## src/rtl/my_elastic_buf.sv

```systemverilog
// Elastic buffer: circular-buffer FIFO with registered-only handshake outputs,
// synchronous flush, occupancy count and a registered almost-full flag.
module my_elastic_buf #(
  parameter int DW        = 8,
  parameter int DEPTH     = 4,
  parameter int AF_THRESH = 3
) (
  input  logic                       i_clk,
  input  logic                       i_reset,
  input  logic                       i_flush,
  input  logic [DW-1:0]              up_bus,
  input  logic                       up_val,
  output logic                       up_rdy,
  output logic [DW-1:0]              dn_bus,
  output logic                       dn_val,
  input  logic                       dn_rdy,
  output logic [$clog2(DEPTH+1)-1:0] o_count,
  output logic                       o_almost_full
);
  localparam int AW = $clog2(DEPTH);
  localparam int CW = $clog2(DEPTH+1);
  localparam logic [CW-1:0] DEPTH_C = CW'(DEPTH);
  localparam logic [CW-1:0] AF_C    = CW'(AF_THRESH);

  logic [DW-1:0] mem [DEPTH];
  logic [AW-1:0] wptr, rptr;
  logic [CW-1:0] count, count_nxt;
  logic          af;
  logic          push, pop;

  // handshake outputs come from registered occupancy only
  assign up_rdy        = (count != DEPTH_C);
  assign dn_val        = (count != '0);
  assign dn_bus        = mem[rptr];
  assign o_count       = count;
  assign o_almost_full = af;

  assign push = up_val && up_rdy;
  assign pop  = dn_val && dn_rdy;

  always_comb begin
    count_nxt = count;
    case ({push, pop})
      2'b10:   count_nxt = count + CW'(1);
      2'b01:   count_nxt = count - CW'(1);
      default: count_nxt = count;
    endcase
  end

  always_ff @(posedge i_clk) begin
    if (i_reset || i_flush) begin
      wptr  <= '0;
      rptr  <= '0;
      count <= '0;
      af    <= 1'b0;
    end else begin
      if (push) wptr <= wptr + AW'(1);
      if (pop)  rptr <= rptr + AW'(1);
      count <= count_nxt;
      af    <= (count_nxt >= AF_C);
    end
  end

  // storage is never reset; contents are don't-care while empty
  always_ff @(posedge i_clk) begin
    if (push && !i_reset && !i_flush) mem[wptr] <= up_bus;
  end
endmodule
```

## config.mk

```make
export PLATFORM = sky130hd
export DESIGN_NAME = my_elastic_buf
export DESIGN_NICKNAME = d
export VERILOG_FILES = /design/src/rtl/my_elastic_buf.sv
export SDC_FILE = /design/constraint.sdc
export NUM_CORES = 1
export LEC_CHECK = 0
export BUFFER_PORTS_ARGS = -buffer_cell sky130_fd_sc_hd__buf_2
export CAP_MARGIN = 15
export CORE_MARGIN = 2
export CORE_UTILIZATION = 59
export CTS_CLUSTER_SIZE = 20
export DETAILED_ROUTE_END_ITERATION = 8
export GPL_TIMING_DRIVEN = 0
export PLACE_DENSITY = 0.85
export SYNTH_ARGS = -nofsm -noshare
export SYNTH_HDL_FRONTEND = slang
export SYNTH_SLANG_ARGS = --single-unit
```

## constraint.sdc

```tcl
create_clock -name i_clk -period 3.6 [get_ports i_clk]
set_clock_uncertainty 0.15 [all_clocks]
set_input_delay 0.54 -clock i_clk [delete_from_list [all_inputs] [get_ports i_clk]]
set_output_delay 0.54 -clock i_clk [all_outputs]
set_load 0.03 [all_outputs]
```

==> results.py <==
metrics = {
    "final_layout": {
        "nFillCells": 176,
        "syn2layout_area_growth_pct": 14.8,
        "instances_no_fill": 162,
        "antenna_cells": 0,
        "drive_gt1_share_pct": 38.9,
        "final_nets": 149,
    },
    "grt": {
        "antenna_found_initial": 0,
        "use_met3_pct": 7.03,
        "grt_overflow": 0,
        "globalRouteTotalUtil_pct": 16.5,
        "use_met1_pct": 21.6,
        "grt.met2_usage_pct": 24.5,
        "grt_max_degree": 15,
        "grt_pass1_vias": 811,
        "grt_pass1_wl_mm": 3.87,
        "busiest_layer": "met2",
    },
    "synthesis": {
        "syn-num-nets": 116,
        "yosysWarnings": 0,
        "synth.distinct_cells": 29,
        "synth_edf_count": 32,
        "ys_async_sr_fraction_pct": 0,
        "synth_ff_type": "edfxtp_1",
        "synth_sequential_area_ratio_pct": 68.5,
        "synth_seq_cells": 42,
        "netlist_area_um2": 1690,
        "synth_area_per_cell_um2": 17.5,
        "syn_inst": 97,
    },
    "floorplanning": {
        "fp.dieH_um": 57.6,
        "io_pins": 27,
        "fp.dieW_um": 57.6,
        "fp.dieArea_um2": 3320,
        "coreArea_um2": 2730,
        "rows": 19,
        "initial_utilization_pct": 62.0,
    },
    "placement": {
        "place_congestion": 0.701,
        "post-dp-hpwl_mm": 1.71,
        "port-buffer-count": 26,
        "dp.cells": 154,
        "dp_worst_setup_slack_ns": 1.04,
    },
    "critical_path": {
        "path_class": "register to register",
        "path_cells": "or3b_4 -> and2_4 -> buf_6 -> inv_1 -> ha_1 -> fa_1 -> xnor2_1 -> or3_2 -> a21oi_1",
        "crit_path_top_delay_cell": "dfxtp_1",
        "max_stage_delay_ns": 0.54,
        "end_kind": "register",
        "cp.required_ns": 3.74,
        "crit_arrival_ns": 2.71,
        "start_kind": "register",
        "critPathMaxFanout": 9,
    },
    "power": {
        "peakVddDrop_uv": 406,
        "p_sw_mw": 0.193,
        "power_frac_comb_pct": 7.5,
        "switching_share_pct": 21.6,
        "clkPwrFrac_pct": 32.9,
        "p_leak_nw": 0.726,
        "p_int_mw": 0.701,
        "power.share.sequential_pct": 59.6,
        "power.density_nw_per_um2": 460,
        "finalPower_mw": 0.894,
    },
    "route": {
        "drt-wirelength-per-cell_um": 15.1,
        "drt_iter0_drc": 9,
        "drt-pass1-iter-count": 4,
        "via_per_inst": 5.51,
        "drc_errors": 0,
        "drt_wl_total_mm": 2.44,
        "ant_nets": 0,
        "num_vias": 893,
    },
    "clock_network": {
        "path_clk_slew_ns": 0.12,
        "cts_inserted_buffers": 5,
        "clkLatencyLatePin_ns": 0.34,
        "cts_resized": 0,
        "h-tree-depth": 2,
        "cts_tree": "yes",
        "postCtsHoldBufs": 0,
        "postCtsSetupRepairBufs": 0,
        "clockRootBuffer": "clkbuf_4",
        "clockBufferDepth": 2,
        "clock_sinks": 42,
    },
    "flow_run": {
        "cap_violations": 0,
    },
    "timing": {
        "setup_viol": 0,
        "fin_crit_sh_pct": 71.5,
        "setup_ws_ns": 1.03,
        "hold_viol": 0,
        "max_freq_mhz": 389,
        "period_needed_ns": 2.57,
        "drv_slew": 0,
        "slew_headroom_pct": 68.9,
        "tightest_slew_ns": 0.464,
        "rsz0062_at_grt": "false",
        "tns_ns": 0,
    },
    "min_path": {
        "hold_class": "input pin to register",
    },
    "status": {
        "status": "finished, final reports clean",
    },
}
==> synthesized netlist by cell type (all sizes together) (2+ instances only) <==
cell	count	area, µm²
and3	4	25.0
mux2i	2	20.0
or3	2	15.0
buf	3	20.0
xor2	2	17.5
inv	3	11.3
nor2	6	22.5
xnor2	3	26.3
mux4	8	180
nand2	3	11.3
edfxtp	32	961
dfxtp	10	200
ha	5	62.6
==> registers in the layout, indices dropped and copies added (netlist names), named ones only <==
name           flops
mem               32
wptr               2
o_count            3
o_almost_full      1
rptr               2
==> stage by stage <==
step	cell area, µm²	hold slack (ns)	utilization [%]
after global routing	1950	0.214	71.2
after CTS	1950	0.224	71.2
final	1950	0.248	71.2
after detailed placement	1860	0.340	68.1
after global placement	1860	0.334	68.1
after floorplan	1690	0.319	-
==> power by group through the flow <==
stage / Clock (mW) / Combinational, mW / Sequential (mW)
2_1_floorplan: 0 / 0.0421 / 0.547
3_3_place_gp: 0 / 0.0660 / 0.543
3_5_place_dp: 0 / 0.0676 / 0.544
4_1_cts: 0.307 / 0.0678 / 0.533
5_1_grt: 0.327 / 0.0735 / 0.534
6_report: 0.295 / 0.0671 / 0.533
==> worst max-delay path, delay by kind of cell (launching register included) <==
family          cells  cell delay (ns)
flops               1             0.54
fa+ha+maj           2             0.60
buf+inv             2             0.15
compound gates      1             0.14
simple gates        3             0.77
xor+xnor            1             0.17
==> cell usage in the layout (no fill, tap or decap) <==
| master | count |
|---|---|
| a21oi_1 | 1 |
| and2_4 | 1 |
| and3_1 | 4 |
| buf_1 | 1 |
| buf_2 | 27 |
| buf_6 | 1 |
| bufinv_16 | 1 |
| clkbuf_1 | 1 |
| clkbuf_4 | 5 |
| clkinvlp_4 | 2 |
| dfxtp_1 | 10 |
| edfxtp_1 | 32 |
| fa_1 | 1 |
| ha_1 | 5 |
| inv_1 | 3 |
| mux2i_1 | 2 |
| mux4_2 | 8 |
| nand2_1 | 3 |
| nand3b_1 | 1 |
| nand4_1 | 1 |
| nor2_1 | 6 |
| nor2b_1 | 1 |
| o21ai_0 | 1 |
| o311a_1 | 1 |
| o311ai_0 | 1 |
| o31a_2 | 1 |
| o31ai_2 | 1 |
| or2_2 | 1 |
| or3_2 | 2 |
| or3b_4 | 1 |
| xnor2_1 | 3 |
| xor2_1 | 2 |
==> layout make-up <==
type	instances	area, µm²	share of cell area, %
Sequential cell	42	1160	59.7
Multi-Input combinational cell	48	498	25.6
Timing Repair Buffer	26	130	6.69
Clock inverter	3	45.0	2.32
Tap cell	31	38.8	1.99
Clock buffer	5	37.5	1.93
Buffer	4	23.8	1.22
Inverter	3	11.3	0.579
==> path summary, 6_finish.rpt <==
| kind | startpoint | slack, ns | to | cells past startpoint |
|---|---|---|---|---|
| setup reg to reg | o_count[0] | 1.03 | o_count[2] | 9 |
| hold reg to reg | wptr[0] | 0.36 | wptr[0] | 2 |
| setup / recovery | o_count[0] | 1.03 | o_count[2] | 9 |
| hold / removal | up_bus[4] | 0.25 | mem[1][4] | 1 |
==> cells by family (layout without fill, tap and decap cells) <==
| kind of cell | after synthesis | after routing | synth area share, % |
|---|---|---|---|
| DFF | 42 | 42 | 68.5 |
| and+or+nand+nor | 21 | 21 | 7.09 |
| muxes | 10 | 10 | 11.8 |
| buffers and inverters | 7 | 41 | 2.07 |
| adders and majority gates | 6 | 6 | 4.87 |
| AOI/OAI and AO/OA | 6 | 6 | 3.03 |
| xor gates and xnor gates | 5 | 5 | 2.59 |
==> routing by layer <==
metal  share of wire, %  up-vias
li1                   -      438
met1                 43      431
met4               0.41        0
met2                 51       22
met5                  0        -
met3                5.7        2
No activity file was read; power rests on OpenSTA's default activity.
